File: config.mk
export PLATFORM = sky130hd
export DESIGN_NAME = seg7_scan_driver_flat
export DESIGN_NICKNAME = d
export VERILOG_FILES = /design/src/rtl/seg7_scan_driver_if.sv /design/src/rtl/seg7_scan_driver.sv /design/src/flat_wrapper.sv
export SDC_FILE = /design/constraint.sdc
export NUM_CORES = 1
export LEC_CHECK = 0
export ABC_AREA = 1
export CAP_MARGIN = 20
export CORE_ASPECT_RATIO = 0.9
export CORE_MARGIN = 5
export CORE_UTILIZATION = 55
export CTS_CLUSTER_SIZE = 28
export DETAILED_ROUTE_END_ITERATION = 6
export PLACE_DENSITY_LB_ADDON = 0.05
export SETUP_SLACK_MARGIN = 0.05
export SYNTH_ARGS = -nofsm -noshare
export SYNTH_HDL_FRONTEND = slang
export SYNTH_SLANG_ARGS = --single-unit
File: constraint.sdc
create_clock -name clk_i -period 5.1 [get_ports clk_i]
set_input_delay 1.02 -clock clk_i [delete_from_list [all_inputs] [get_ports clk_i]]
set_output_delay 1.02 -clock clk_i [all_outputs]
set_load 0.01 [all_outputs]
File: src/rtl/seg7_scan_driver_if.sv
// rtl/seg7_scan_driver_if.sv - load/busy handshake and display bus of the 7-segment scan driver
interface seg7_scan_driver_if #(
  parameter int DATA_W = 8,
  parameter int DIGITS = 3
);
  logic              load;
  logic [DATA_W-1:0] data;
  logic              busy;
  logic [6:0]        seg;
  logic [DIGITS-1:0] an;

  modport master (output load, data, input busy, seg, an);
  modport slave  (input load, data, output busy, seg, an);
endinterface

File: src/rtl/seg7_scan_driver.sv
// rtl/seg7_scan_driver.sv - double-dabble BCD conversion with multiplexed 7-segment digit scan
module seg7_scan_driver #(
  parameter int DATA_W     = 8,
  parameter int DIGITS     = 3,
  parameter int SCAN_DIV   = 1000,
  parameter bit LZB        = 1'b1,
  parameter bit ACTIVE_LOW = 1'b0
) (
  input  logic                  clk_i,
  input  logic                  rst_i,
  seg7_scan_driver_if.slave     bus_if
);

  localparam int BCD_W   = 4 * DIGITS;
  localparam int STEP_W  = (DATA_W > 1) ? $clog2(DATA_W) : 1;
  localparam int PRESC_W = (SCAN_DIV > 1) ? $clog2(SCAN_DIV) : 1;
  localparam int IDX_W   = (DIGITS > 1) ? $clog2(DIGITS) : 1;

  // True when DIGITS decimal digits can hold the largest DATA_W-bit value
  function automatic bit digits_fit();
    logic [255:0] p;
    p = 256'd1;
    for (int i = 0; i < DIGITS; i++) p = p * 256'd10;
    return p > ((256'd1 << DATA_W) - 256'd1);
  endfunction

  if (!digits_fit()) begin : g_bad_digits
    $error("seg7_scan_driver: DIGITS too small for DATA_W");
  end
  if (SCAN_DIV < 1) begin : g_bad_div
    $error("seg7_scan_driver: SCAN_DIV must be at least 1");
  end

  typedef enum logic {IDLE, CONV} state_e;

  state_e                state_q;
  logic                  busy_q;
  logic [DATA_W-1:0]     bin_q, bin_d;
  logic [BCD_W-1:0]      bcd_q, bcd_d, disp_q;
  logic [STEP_W-1:0]     step_q;
  logic [PRESC_W-1:0]    presc_q;
  logic [IDX_W-1:0]      idx_q;

  logic [BCD_W-1:0]        adj;
  logic [BCD_W+DATA_W-1:0] shifted;

  // One double-dabble step: add 3 to every nibble >= 5, then shift {bcd,bin} left
  always_comb begin
    adj = '0;
    for (int i = 0; i < DIGITS; i++) begin
      adj[4*i +: 4] = (bcd_q[4*i +: 4] >= 4'd5) ? bcd_q[4*i +: 4] + 4'd3 : bcd_q[4*i +: 4];
    end
    shifted = {adj, bin_q} << 1;
    bcd_d   = shifted[BCD_W+DATA_W-1:DATA_W];
    bin_d   = shifted[DATA_W-1:0];
  end

  // Conversion FSM; display register only updated with a finished result
  always_ff @(posedge clk_i) begin
    if (rst_i) begin
      state_q <= IDLE;
      busy_q  <= 1'b0;
      bin_q   <= '0;
      bcd_q   <= '0;
      step_q  <= '0;
      disp_q  <= '0;
    end else begin
      case (state_q)
        IDLE: begin
          if (bus_if.load) begin
            bin_q   <= bus_if.data;
            bcd_q   <= '0;
            step_q  <= '0;
            busy_q  <= 1'b1;
            state_q <= CONV;
          end
        end
        CONV: begin
          bin_q  <= bin_d;
          bcd_q  <= bcd_d;
          step_q <= step_q + 1'b1;
          if (step_q == STEP_W'(DATA_W - 1)) begin
            disp_q  <= bcd_d;
            busy_q  <= 1'b0;
            state_q <= IDLE;
          end
        end
        default: begin
          busy_q  <= 1'b0;
          state_q <= IDLE;
        end
      endcase
    end
  end

  // Free-running scan: each digit dwells SCAN_DIV cycles, then the index advances
  always_ff @(posedge clk_i) begin
    if (rst_i) begin
      presc_q <= '0;
      idx_q   <= '0;
    end else if (presc_q == PRESC_W'(SCAN_DIV - 1)) begin
      presc_q <= '0;
      idx_q   <= (idx_q == IDX_W'(DIGITS - 1)) ? '0 : idx_q + 1'b1;
    end else begin
      presc_q <= presc_q + 1'b1;
    end
  end

  logic [DIGITS-1:0] zero_from;
  logic [DIGITS-1:0] an_raw;
  logic              zero_above;
  logic [3:0]        cur_digit;
  logic              cur_blank;
  logic [6:0]        seg_raw;

  // Digit select, leading-zero detection and segment decode of the scanned digit
  always_comb begin
    zero_from  = '0;
    an_raw     = '0;
    zero_above = 1'b1;
    cur_digit  = 4'd0;
    cur_blank  = 1'b0;
    seg_raw    = 7'h00;
    for (int i = DIGITS - 1; i >= 0; i--) begin
      zero_from[i] = zero_above && (disp_q[4*i +: 4] == 4'd0);
      zero_above   = zero_from[i];
    end
    for (int i = 0; i < DIGITS; i++) begin
      if (idx_q == IDX_W'(i)) begin
        an_raw[i] = 1'b1;
        cur_digit = disp_q[4*i +: 4];
        cur_blank = LZB && (i > 0) && zero_from[i];
      end
    end
    case (cur_digit)
      4'd0: seg_raw = 7'h3F;
      4'd1: seg_raw = 7'h06;
      4'd2: seg_raw = 7'h5B;
      4'd3: seg_raw = 7'h4F;
      4'd4: seg_raw = 7'h66;
      4'd5: seg_raw = 7'h6D;
      4'd6: seg_raw = 7'h7D;
      4'd7: seg_raw = 7'h07;
      4'd8: seg_raw = 7'h7F;
      4'd9: seg_raw = 7'h6F;
      default: seg_raw = 7'h00;
    endcase
    if (cur_blank) seg_raw = 7'h00;
  end

  assign bus_if.busy = busy_q;
  assign bus_if.seg  = ACTIVE_LOW ? ~seg_raw : seg_raw;
  assign bus_if.an   = ACTIVE_LOW ? ~an_raw  : an_raw;

endmodule

File: src/flat_wrapper.sv
// flat-port wrapper written by rule: the top's interface ports become plain ports
module seg7_scan_driver_flat 
#(
  parameter int DATA_W     = 8,
  parameter int DIGITS     = 3,
  parameter int SCAN_DIV   = 1000,
  parameter bit LZB        = 1'b1,
  parameter bit ACTIVE_LOW = 1'b0
)
  (clk_i, rst_i, bus_if_load, bus_if_data, bus_if_busy, bus_if_seg, bus_if_an);
  seg7_scan_driver_if #(.DATA_W(DATA_W), .DIGITS(DIGITS)) bus_if_i ();
  input  logic clk_i;
  input  logic rst_i;
  input wire logic [$bits(bus_if_i.load)-1:0] bus_if_load;
  input wire logic [$bits(bus_if_i.data)-1:0] bus_if_data;
  output wire logic [$bits(bus_if_i.busy)-1:0] bus_if_busy;
  output wire logic [$bits(bus_if_i.seg)-1:0] bus_if_seg;
  output wire logic [$bits(bus_if_i.an)-1:0] bus_if_an;
  assign bus_if_i.load = bus_if_load;
  assign bus_if_i.data = bus_if_data;
  assign bus_if_busy = bus_if_i.busy;
  assign bus_if_seg = bus_if_i.seg;
  assign bus_if_an = bus_if_i.an;
  seg7_scan_driver #(.DATA_W(DATA_W), .DIGITS(DIGITS), .SCAN_DIV(SCAN_DIV), .LZB(LZB), .ACTIVE_LOW(ACTIVE_LOW)) u_core (.clk_i(clk_i), .rst_i(rst_i), .bus_if(bus_if_i));
endmodule
* After elaboration in Yosys (flattened, before gate mapping)
Memory sizes are Yosys's and may differ from the RTL's.
Cells that the tools add are included.
** Operators by class
- Add/sub/neg operators :: 6
- Order comparisons :: 3
- Equal/unequal tests :: 6
- Mux-type cells :: 25
- Bitwise gates (word level) :: 1
- Reduce and logical (&&, ||, !) cells :: 7
** Operators with widths (count)
- $pmux 12 s2 :: 1
- $mux 4 :: 5
- $pmux 8 s2 :: 1
- $ge 4x3->1 const B :: 3
- $mux 12 :: 1
- $add 10x1->10 const B :: 1
- $eq 10x10->1 const B :: 1
- $mux 1 :: 9
- $add 4x2->4 const B :: 2
- $logic_not 4->1 :: 2
- $mux 8 :: 1
- $mux 7 :: 1
- $mux 3 :: 2
- $pmux 3 s2 :: 1
- $ne 2x2->1 const B :: 2
- $pmux 1 s2 :: 2
- $reduce_and 2->1 :: 2
- $add 3x1->3 const B :: 1
- $add 3x2->3 const B :: 1
- $eq 3x3->1 const B :: 1
- $add 2x1->2 const B :: 1
- $eq 2x1->1 const B :: 1
- $eq 2x2->1 const B :: 1
- $logic_not 2->1 :: 1
- 4 further kinds :: 4
** Storage, ports and cells
- Register bits :: 49
- Memory bits (read-only) :: 112
- Input port bits :: 11
- Output and inout port bits :: 11
- Logic and storage cells :: 57
- Memories kept :: 1
** Memory list
- (name not given) :: depth 16, width 7, rd ports 1, clocked after Yosys merged registers in 0, write ports 0, line seg7_scan_driver.sv:135 : case (cur_digit)

* Depth between registers and ports, before layout
An unclocked memory read counts as a cell.
- Depth after elaboration :: 6
- Depth in mapped cells :: 11
- Gate-level depth less buffers :: 11

* Least setup slack after synthesis
Ideal clock, no wire load.
- Path type :: register to output
- Start :: register u_core.idx_q[0]
- End :: output bus_if_seg[3]
- Arrival time :: 1.611 ns
- Data required time :: 4.080 ns
- Slack :: 2.469 ns
- Stages on the path, launching flop included :: 11
- Path buffers :: 0
- Cells stage by stage :: dfxtp_1 > nor2_1 > nand2_1 > nand3_1 > inv_1 > ha_1 > inv_1 > nand2_1 > inv_1 > nor2_1 > nor2_2
** On the way
- Longest elaborated chain between the ends :: 6
- Elaborated cells on any way between the ends :: 10
- Those cells by class :: eq/ne: 2; mux: 6; reduce/logical: 1; memory: 1
** RTL lines
- start, declared :: line seg7_scan_driver.sv:42 : logic [IDX_W-1:0] idx_q;
- start signal, assigned :: line seg7_scan_driver.sv:103 : idx_q <= (idx_q == IDX_W'(DIGITS - 1)) ? '0 : idx_q + 1'b1;
- $logic_not 2->1 :: line seg7_scan_driver.sv:129 : if (idx_q == IDX_W'(i)) begin
- $mux 4 (3 in series) :: line seg7_scan_driver.sv:129
- $mem_v2 16x7
- $mux 7 * :: line seg7_scan_driver.sv:148 : if (cur_blank) seg_raw = 7'h00;
- end, declared :: line flat_wrapper.sv:17 : output wire logic [$bits(bus_if_i.seg)-1:0] bus_if_seg;
Every way passes the cells marked *; elsewhere a longest branch is shown, timed or not.

* Final worst setup path
- Start :: register u_core.idx_q[1]
- End :: output bus_if_seg[3]
Same word-level chain as after synthesis.

==> metrics.md <==
| Metric | Value |
|---|---|
| Status | completed |
| Asr flop ratio synth | 0 |
| Slew @ Worst Pin | ~0.92 ns |
| Post-layout min period | roughly 3.6 ns |
| First-pass GRT wire length | slightly above 9 mm |
| # resized after CTS | 0 |
| Final ANT Viol Nets | 0 |
| Synth Flop Type | dfxtp_1 |
| Slew HR | 0.384 |
| Hold Path Class | flip-flop to flip-flop |
| Wirelength per Cell | ~11 µm |
| Register area | around 1000 µm² |
| Crit share post-route | 0.701 |
| Iteration-0 DRC Markers | 99 |
| Via count | roughly 2,300 |
| Syn Area/Cell | between 6 and 7 µm² |
| CTS HTree Levels | 2 |
| Total GRT Usage | 0.194 |
| Worst-path clk slew | roughly 0.090 ns |
| Share of cells above drive strength 1 | 0.0576 |
| Initial DRT Pass Iterations | 4 |
| CORE AREA | between 0.004 and 0.005 mm² |
| Multi-input logic area | around 0.0013 mm² |
| Worst setup EP type | primary output |
| Final Instance Count excl. Fillers | roughly 460 |
| Die X | roughly 80 µm |
| Fillers | 451 |
| Worst Path Required | ~4.1 ns |
| Global route overflow | 0 |
| Cts bufs inserted | 5 |
| Max-cap violations | 0 |
| Synth Instances | between 300 and 400 |
| Seq/Total Area, Yosys | 0.382 |
| Yosys warns | 0 |
| Net Count, Synth | 405 |
| Clock Sinks | around 50 |
| Worst clock skew | ~0.0058 ns |
| IO Pins | 22 |
| Netlist cell types | 26 |
| Fin nets | about 420 |
| Switching Share | 0.240 |
| Pin count of the biggest net entering global routing | 25 |
| Post-route core utilization | 0.649 |
| Inserted Diodes | 0 |
| Critical path data arrival time | 2.56 ns |
| Vias in the first global route | about 2,200 |
| Pwr dens | ~230 mW/mm² |
| Power Internal | about 520 µW |
| Final setup viols | 0 |
| Combinational power share | 0.058 |
| Final hold violation count | 0 |
| Area growth syn-to-layout | 13.4% |
| Worst R2R Setup Slack | 2.99 ns |
| Leak | 1.37 nW |
| Overall die height | approximately 75 µm |
| Fin Hold WS | approximately 0.47 ns |
| Clock Tree Root | clkbuf_8 |
| Port Buffers | 21 |
| Die area | between 0.006 and 0.007 mm² |
| Rows | 23 |
| Net Sw Power | 164 µW |
| Initial antenna violation count | 0 |
| Insertion delay to the later sink of the worst-skew pair | 0.31 ns |
| Total routed wirelength | 5.29 mm |
| RSZ-0062 raised after global routing | no |
| Dpl hpwl | 3.90 mm |
| Starting Density | 0.572 |
| CP startpoint kind | flip-flop |
| Routability congestion estimate | approximately 0.8 |
| CTS tree | yes |
| Worst Path Max Fanout | 7 |
| Synth Area in Adders | 0.0682 |
| Post-synthesis xor/xnor area fraction | 0.0102 |
| Post-CTS setup buffer count | 0 |
| Largest family of logic cells by synthesized area | simple AND/OR/NAND/NOR gates |
| Yosys reg bits | ~50 |
| Number of synthesized flops with an enable pin | 0 |
| Hold-fix buffers at CTS | 0 |
| DRC viols | 0 |
| Register share of total power | 0.586 |
| Critical path class | flip-flop to primary output |
| Mux contribution to synthesized area | 0 |
| Placed Cells incl. Taps | between 400 and 500 |
| Fmax achieved | about 280 MHz |
| Setup TNS | 0 ns |
| Final Max Tran Viols | 0 |
| Peak supply drop | between 0.2 and 0.25 mV |
| Clock Path Buffers | 2 |
| Clock power share | 0.356 |
| Post-synthesis compound-gate area fraction | 0.107 |
| Synth Area in Simple Gates | 0.336 |
| Drt via density | just over 5 |
| Mapped cell area | 0.00257 mm² |
-- power by group through the flow --
stage	Sequential (mW)	Combinational [mW]	Clock (mW)
6_report	0.399	0.0392	0.242
3_3_place_gp	0.408	0.0387	0
4_1_cts	0.399	0.0397	0.250
5_1_grt	0.401	0.0453	0.271
2_1_floorplan	0.404	0.0282	0
3_5_place_dp	0.408	0.0395	0
-- cells in the mapped netlist (2+ instances only) --
cell,number,share of area
nor2_1,30,0.044
o21ai_0,16,0.031
clkbuf_1,6,0.0088
nand3_1,42,0.082
buf_2,4,0.0078
nor2_2,9,0.022
inv_2,2,0.0029
a22oi_1,5,0.015
nand3b_1,2,0.0058
nand2_1,101,0.15
nand4_1,8,0.019
dfxtp_1,49,0.38
ha_1,14,0.068
nor3_1,2,0.0039
xor2_1,2,0.0068
inv_1,51,0.074
a21oi_1,27,0.053
clkinv_1,2,0.0029
-- metrics by stage --
step           area, µm²  setup WS [ns]  power, mW
5_1_grt             2910           1.33      0.717
2_1_floorplan       2570           2.47      0.432
3_5_place_dp        2820           1.87      0.448
4_1_cts             2910           1.52      0.689
3_3_place_gp        2820           1.95      0.447
6_report            2910           1.52      0.681
-- state kept, by name (all words and copies together) (netlist names) --
| register | flops |
|---|---|
| u_core.bcd_q | 12 |
| u_core.bin_q | 8 |
| u_core.bus_if.busy | 1 |
| u_core.disp_q | 12 |
| u_core.idx_q | 2 |
| u_core.presc_q | 10 |
| u_core.state_q | 1 |
| u_core.step_q | 3 |
-- final cells by class --
type,count,share of cell area
inverter,55,0.0708
sequential,49,0.337
timing repair buffer,21,0.0721
clock buffer,6,0.0283
clock inverter,2,0.00472
tap,62,0.0266
multi-input combinational,266,0.461
-- path summary, 6_finish.rpt --
| check | from | depth (start not counted) | to |
|---|---|---|---|
| max | u_core.idx_q[1] | 12 | bus_if_seg[3] |
| min | u_core.bcd_q[9] | 2 | u_core.bcd_q[9] |
| max reg2reg | u_core.state_q | 4 | u_core.disp_q[1] |
| min reg2reg | u_core.bcd_q[9] | 2 | u_core.bcd_q[9] |
-- per-layer routing --
layer  track usage  up-vias  wire, µm  part of all wire
met5             0        -         0                 0
met1         0.252     1048      2690              0.51
li1              -     1252         -                 -
met4        0.0701        0        67             0.013
met3        0.0359        6       156             0.029
met2         0.322       24      2380              0.45
-- worst max-delay path, cell delays in order (launching register included) --
cell,delay [ns]
dfxtp_1,0.47
inv_2,0.09
nor2_2,0.15
nand2_1,0.08
nand3_1,0.21
inv_1,0.11
ha_1,0.28
inv_1,0.05
nand2_1,0.04
inv_1,0.08
nor2_1,0.06
nor2_2,0.09
clkdlybuf4s50_1,0.54
-- logic make-up after synthesis --
kind of cell | Yosys count
and+or+nand+nor | 198
buffers and inverters | 65
AOI/OAI and AO/OA | 51
DFF | 49
adders and majority gates | 14
xor gates and xnor gates | 3
-- cell usage in the layout, fill, tap and decap left out, types with 8 or more instances in the layout --
cell type and instances:
a21oi_1 27, clkdlybuf4s50_1 21, dfxtp_1 49, ha_1 14, inv_1 51, nand2_1 101, nand3_1 42, nand4_1 8
nor2_1 29, nor2_2 10, o21ai_0 16
No activity file was read; power rests on OpenSTA's default activity.
